[src/rtl/fifo_tg_pkg.sv]
`default_nettype none
// +----------------------------------------------------------------------+
// | fifo_tg_pkg                                                          |
// | Shared types and constants for the FIFO loopback traffic gen/checker |
// | Rev 1.0                                                              |
// +----------------------------------------------------------------------+
package fifo_tg_pkg;

  typedef enum logic [1:0] {
    ST_IDLE = 2'd0,
    ST_RUN  = 2'd1,
    ST_DONE = 2'd2
  } state_t;

  localparam int          C_ADD_VAL_DEFAULT = 2;
  localparam logic [31:0] C_LFSR_POLY       = 32'h8020_0003;
  localparam int          C_ERR_W           = 16;

endpackage
`default_nettype wire

[src/rtl/fifo_tg_lfsr.sv]
`default_nettype none
// +----------------------------------------------------------------------+
// | fifo_tg_lfsr                                                         |
// | Galois LFSR with load/step; a zero load value is replaced by 1       |
// | Rev 1.0                                                              |
// +----------------------------------------------------------------------+
module fifo_tg_lfsr
  import fifo_tg_pkg::*;
#(
  parameter int               WIDTH = 32,
  parameter logic [WIDTH-1:0] POLY  = WIDTH'(C_LFSR_POLY)
) (
  input  logic             clock,
  input  logic             reset_n,
  input  logic             load,
  input  logic [WIDTH-1:0] load_val,
  input  logic             step,
  output logic [WIDTH-1:0] value
);

  logic [WIDTH-1:0] r_state;

  always_ff @(posedge clock) begin
    if (!reset_n) begin
      r_state <= '0;
    end else if (load) begin
      // All-zero is the lock-up state of an XOR LFSR
      r_state <= (load_val == '0) ? WIDTH'(1) : load_val;
    end else if (step) begin
      r_state <= {1'b0, r_state[WIDTH-1:1]} ^ (r_state[0] ? POLY : '0);
    end
  end

  assign value = r_state;

endmodule
`default_nettype wire

[config.mk]
export PLATFORM = sky130hd
export DESIGN_NAME = fifo_tg_lfsr
export DESIGN_NICKNAME = d
export VERILOG_FILES = /design/src/rtl/fifo_tg_pkg.sv /design/src/rtl/fifo_tg_lfsr.sv
export SDC_FILE = /design/constraint.sdc
export NUM_CORES = 1
export LEC_CHECK = 0
export BUFFER_PORTS_ARGS = -buffer_cell sky130_fd_sc_hd__buf_4
export CORE_ASPECT_RATIO = 1.1
export CORE_MARGIN = 5
export CORE_UTILIZATION = 37
export CTS_CLUSTER_SIZE = 30
export DETAILED_ROUTE_END_ITERATION = 16
export PLACE_DENSITY = 0.66
export SYNTH_ARGS = -nofsm -noshare
export SYNTH_HDL_FRONTEND = slang
export SYNTH_SLANG_ARGS = --single-unit
[constraint.sdc]
create_clock -name clock -period 1.2 [get_ports clock]
set_input_delay 0.18 -clock clock [delete_from_list [all_inputs] [get_ports clock]]
set_output_delay 0.18 -clock clock [all_outputs]
set_load 0.01 [all_outputs]
==> summary.md <==
| Metric | Value |
|---|---|
| Outcome | `complete, no violations` |
| DR iter-0 viols | `50` |
| Critical path fanouts, max | `3` |
| TritonRoute pass-1 iters | `4` |
| Sequential area share after synthesis | `39.8%` |
| Finished Cell Area | `2250 um^2` |
| Via Count | `1479` |
| CTS tree | `done` |
| DRT antenna net count | `0` |
| TritonCTS Buffers | `5` |
| DPL Wire Length | `3040 um` |
| WL met1 | `1780 um` |
| Fin. Hold Viols | `0` |
| Slowest stage delay, CP | `0.40 ns` |
| CTS root buffer | `clkbuf_8` |
| Core footprint | `4250 um^2` |
| Placer Congestion | `0.737` |
| Top layer reached by signal wires | `met4` |
| Vias in the first global route | `1421` |
| Inst Count DP | `298` |
| DR vias/cell | `4.83` |
| Place WS | `-0.105 ns` |
| Worst-margin pin slew | `0.394 ns` |
| Cell count after synthesis | `187` |
| # hold bufs at CTS | `0` |
| Setup crit end kind | `output port` |
| Die ar. | `5780 um^2` |
| Starting Density | `37.9%` |
| Clock insertion delay at the later pin of the skew report | `0.28 ns` |
| RSZ-0062 raised after global routing | `no` |
| CP dominant cell by count | `buf_4` |
| First-pass GRT wire length | `6510 um` |
| IO Count | `68` |
| Layout cell share with drive strength beyond 1 | `31.3%` |
| Row cnt | `25` |
| Mapped Area | `1610 um^2` |
| PortBufs | `67` |
| Avg Synthesized Cell Area | `8.62 um^2` |
| Final cell count without fillers | `306` |
| Fin crit period | `1.13 ns` |
| Cell Chain, Critical Path | `buf_4 -> buf_4` |
| Arrival time of the worst setup path | `0.95 ns` |
| CTS Buffer Depth | `2` |
| Final worst path period share | `94.1%` |
| Clock sinks | `32` |
| DIE WIDTH | `72.9 um` |
| Htree depth | `2` |
| Peak VDD IR | `0.656 mV` |
| Area after DPL | `2160 um^2` |
| Setup Skew | `0.00424 ns` |
| PnR Total Power | `0.00251 W` |
| Pwr dens | `1110 nW/um^2` |
| NumNets Final | `287` |
| Largest net degree at the start of global routing | `65` |
| MaxCap Viol Count | `0` |
| Leak | `1.06 nW` |
| PostCTS Resize Cnt | `0` |
| DR WL/cell | `13.2 um` |
| Setup crit start kind | `register` |
| Congestion Overflow GR | `0` |
| Slew HR | `73.5%` |
| Clk slew on worst S/H paths | `0.06 ns` |
| Residual DRC count | `0` |
| Total GRT Usage | `14.4%` |
| DR WL met3 | `301 um` |
| Highest clock rate | `0.885 GHz` |
| Worst Slack Setup Final | `0.0703 ns` |
| Initial antenna violation count | `0` |
| Max Slew Vio Count | `0` |
| Setup TNS | `0 ns` |
| Post-synthesis register bit count | `32` |
| Post-CTS Setup Repair Bufs | `0` |
| Critical path type | `register to output port` |
| Post-Route WL | `4050 um` |
| Synth warn | `0` |
| Hold Path Class | `input port to register` |
| Final setup fails | `0` |
| Post-synth net total | `223` |
| Distinct cell type count after synthesis | `18` |
| P&R area growth vs syn | `39.9%` |
| Slowest CP cell | `dfxtp_1` |
| Met2 wire length | `1910 um` |
| Die span in y | `79.2 um` |
| Req. time, crit path | `1.02 ns` |
| Max reg flops | `32` |
| # diodes | `0` |
-- cell usage in the layout, fill, tap and decap left out --
cell type  instances
nor2b_1            2
xnor2_1            3
dfxtp_1           32
o21ai_1            1
buf_12             3
clkbuf_8           6
nor2_1             2
buf_4             68
a21oi_1            4
nor4_1             8
o21ai_0           29
and2_1            29
a211oi_1           2
mux2i_1           29
nand2_1           30
and4_1             2
clkinv_2           2
-- area by class of cell --
cell class / instances / area (um^2)
clock buffer: 6 / 82.6
clock inverter: 2 / 10.0
fill: 440 / 2000
multi-input combinational: 141 / 883
sequential: 32 / 641
tap: 54 / 67.6
timing repair buffer: 71 / 571
-- stage by stage --
step	util [%]	hold WS, ns
after global routing	53.0	0.203
final	53.0	0.174
after CTS	53.0	0.167
after floorplan	-	0.308
after global placement	50.8	0.460
after detailed placement	50.8	0.461
-- worst max-delay path: cells and delay by family (launching register included) --
family	cells	cell delay, ns
flip-flops	1	0.40
buffers and inverters	2	0.27
-- metal layers --
metal  global-route usage (%)  up-vias
li1                         -      771
met1                     17.7      656
met2                     23.6       46
met3                     4.18        6
met4                     4.98        0
met5                        0        -
-- where the power goes --
group	internal, W	switching, W
sequential	0.00113	0.0000506
clock	0.000457	0.000373
combinational	0.000280	0.000218
-- cells in the mapped netlist, drive strengths merged --
library cell / count / area [um^2]
nor2b: 2 / 12.5
nor2: 2 / 7.51
nand2: 30 / 113
and2: 29 / 181
dfxtp: 32 / 641
mux2i: 29 / 290
o21ai: 30 / 150
and4: 2 / 17.5
nor4: 8 / 50.1
clkbuf: 6 / 22.5
a21oi: 4 / 20.0
a211oi: 2 / 15.0
xnor2: 3 / 26.3
buf: 8 / 65.1
-- final timing paths --
path                                            start                      to  slack (ns)  depth (start not counted)
worst max-delay path            value[0]$_SDFFE_PN0P_                value[0]        0.07                          2
worst max register to register  value[0]$_SDFFE_PN0P_  value[31]$_SDFFE_PN0P_        0.23                          4
worst min-delay path                     load_val[21]  value[21]$_SDFFE_PN0P_        0.17                          3
worst min register to register  value[1]$_SDFFE_PN0P_   value[0]$_SDFFE_PN0P_        0.65                          4
-- kinds of logic after synthesis --
group	synth area share, %
AND/OR/NAND/NOR	23.7
AO/OA/AOI/OAI	11.5
flip-flops	39.8
multiplexers	18.0
buffers and inverters	5.43
XOR/XNOR	1.63
Power figures use the tool's default switching activity.
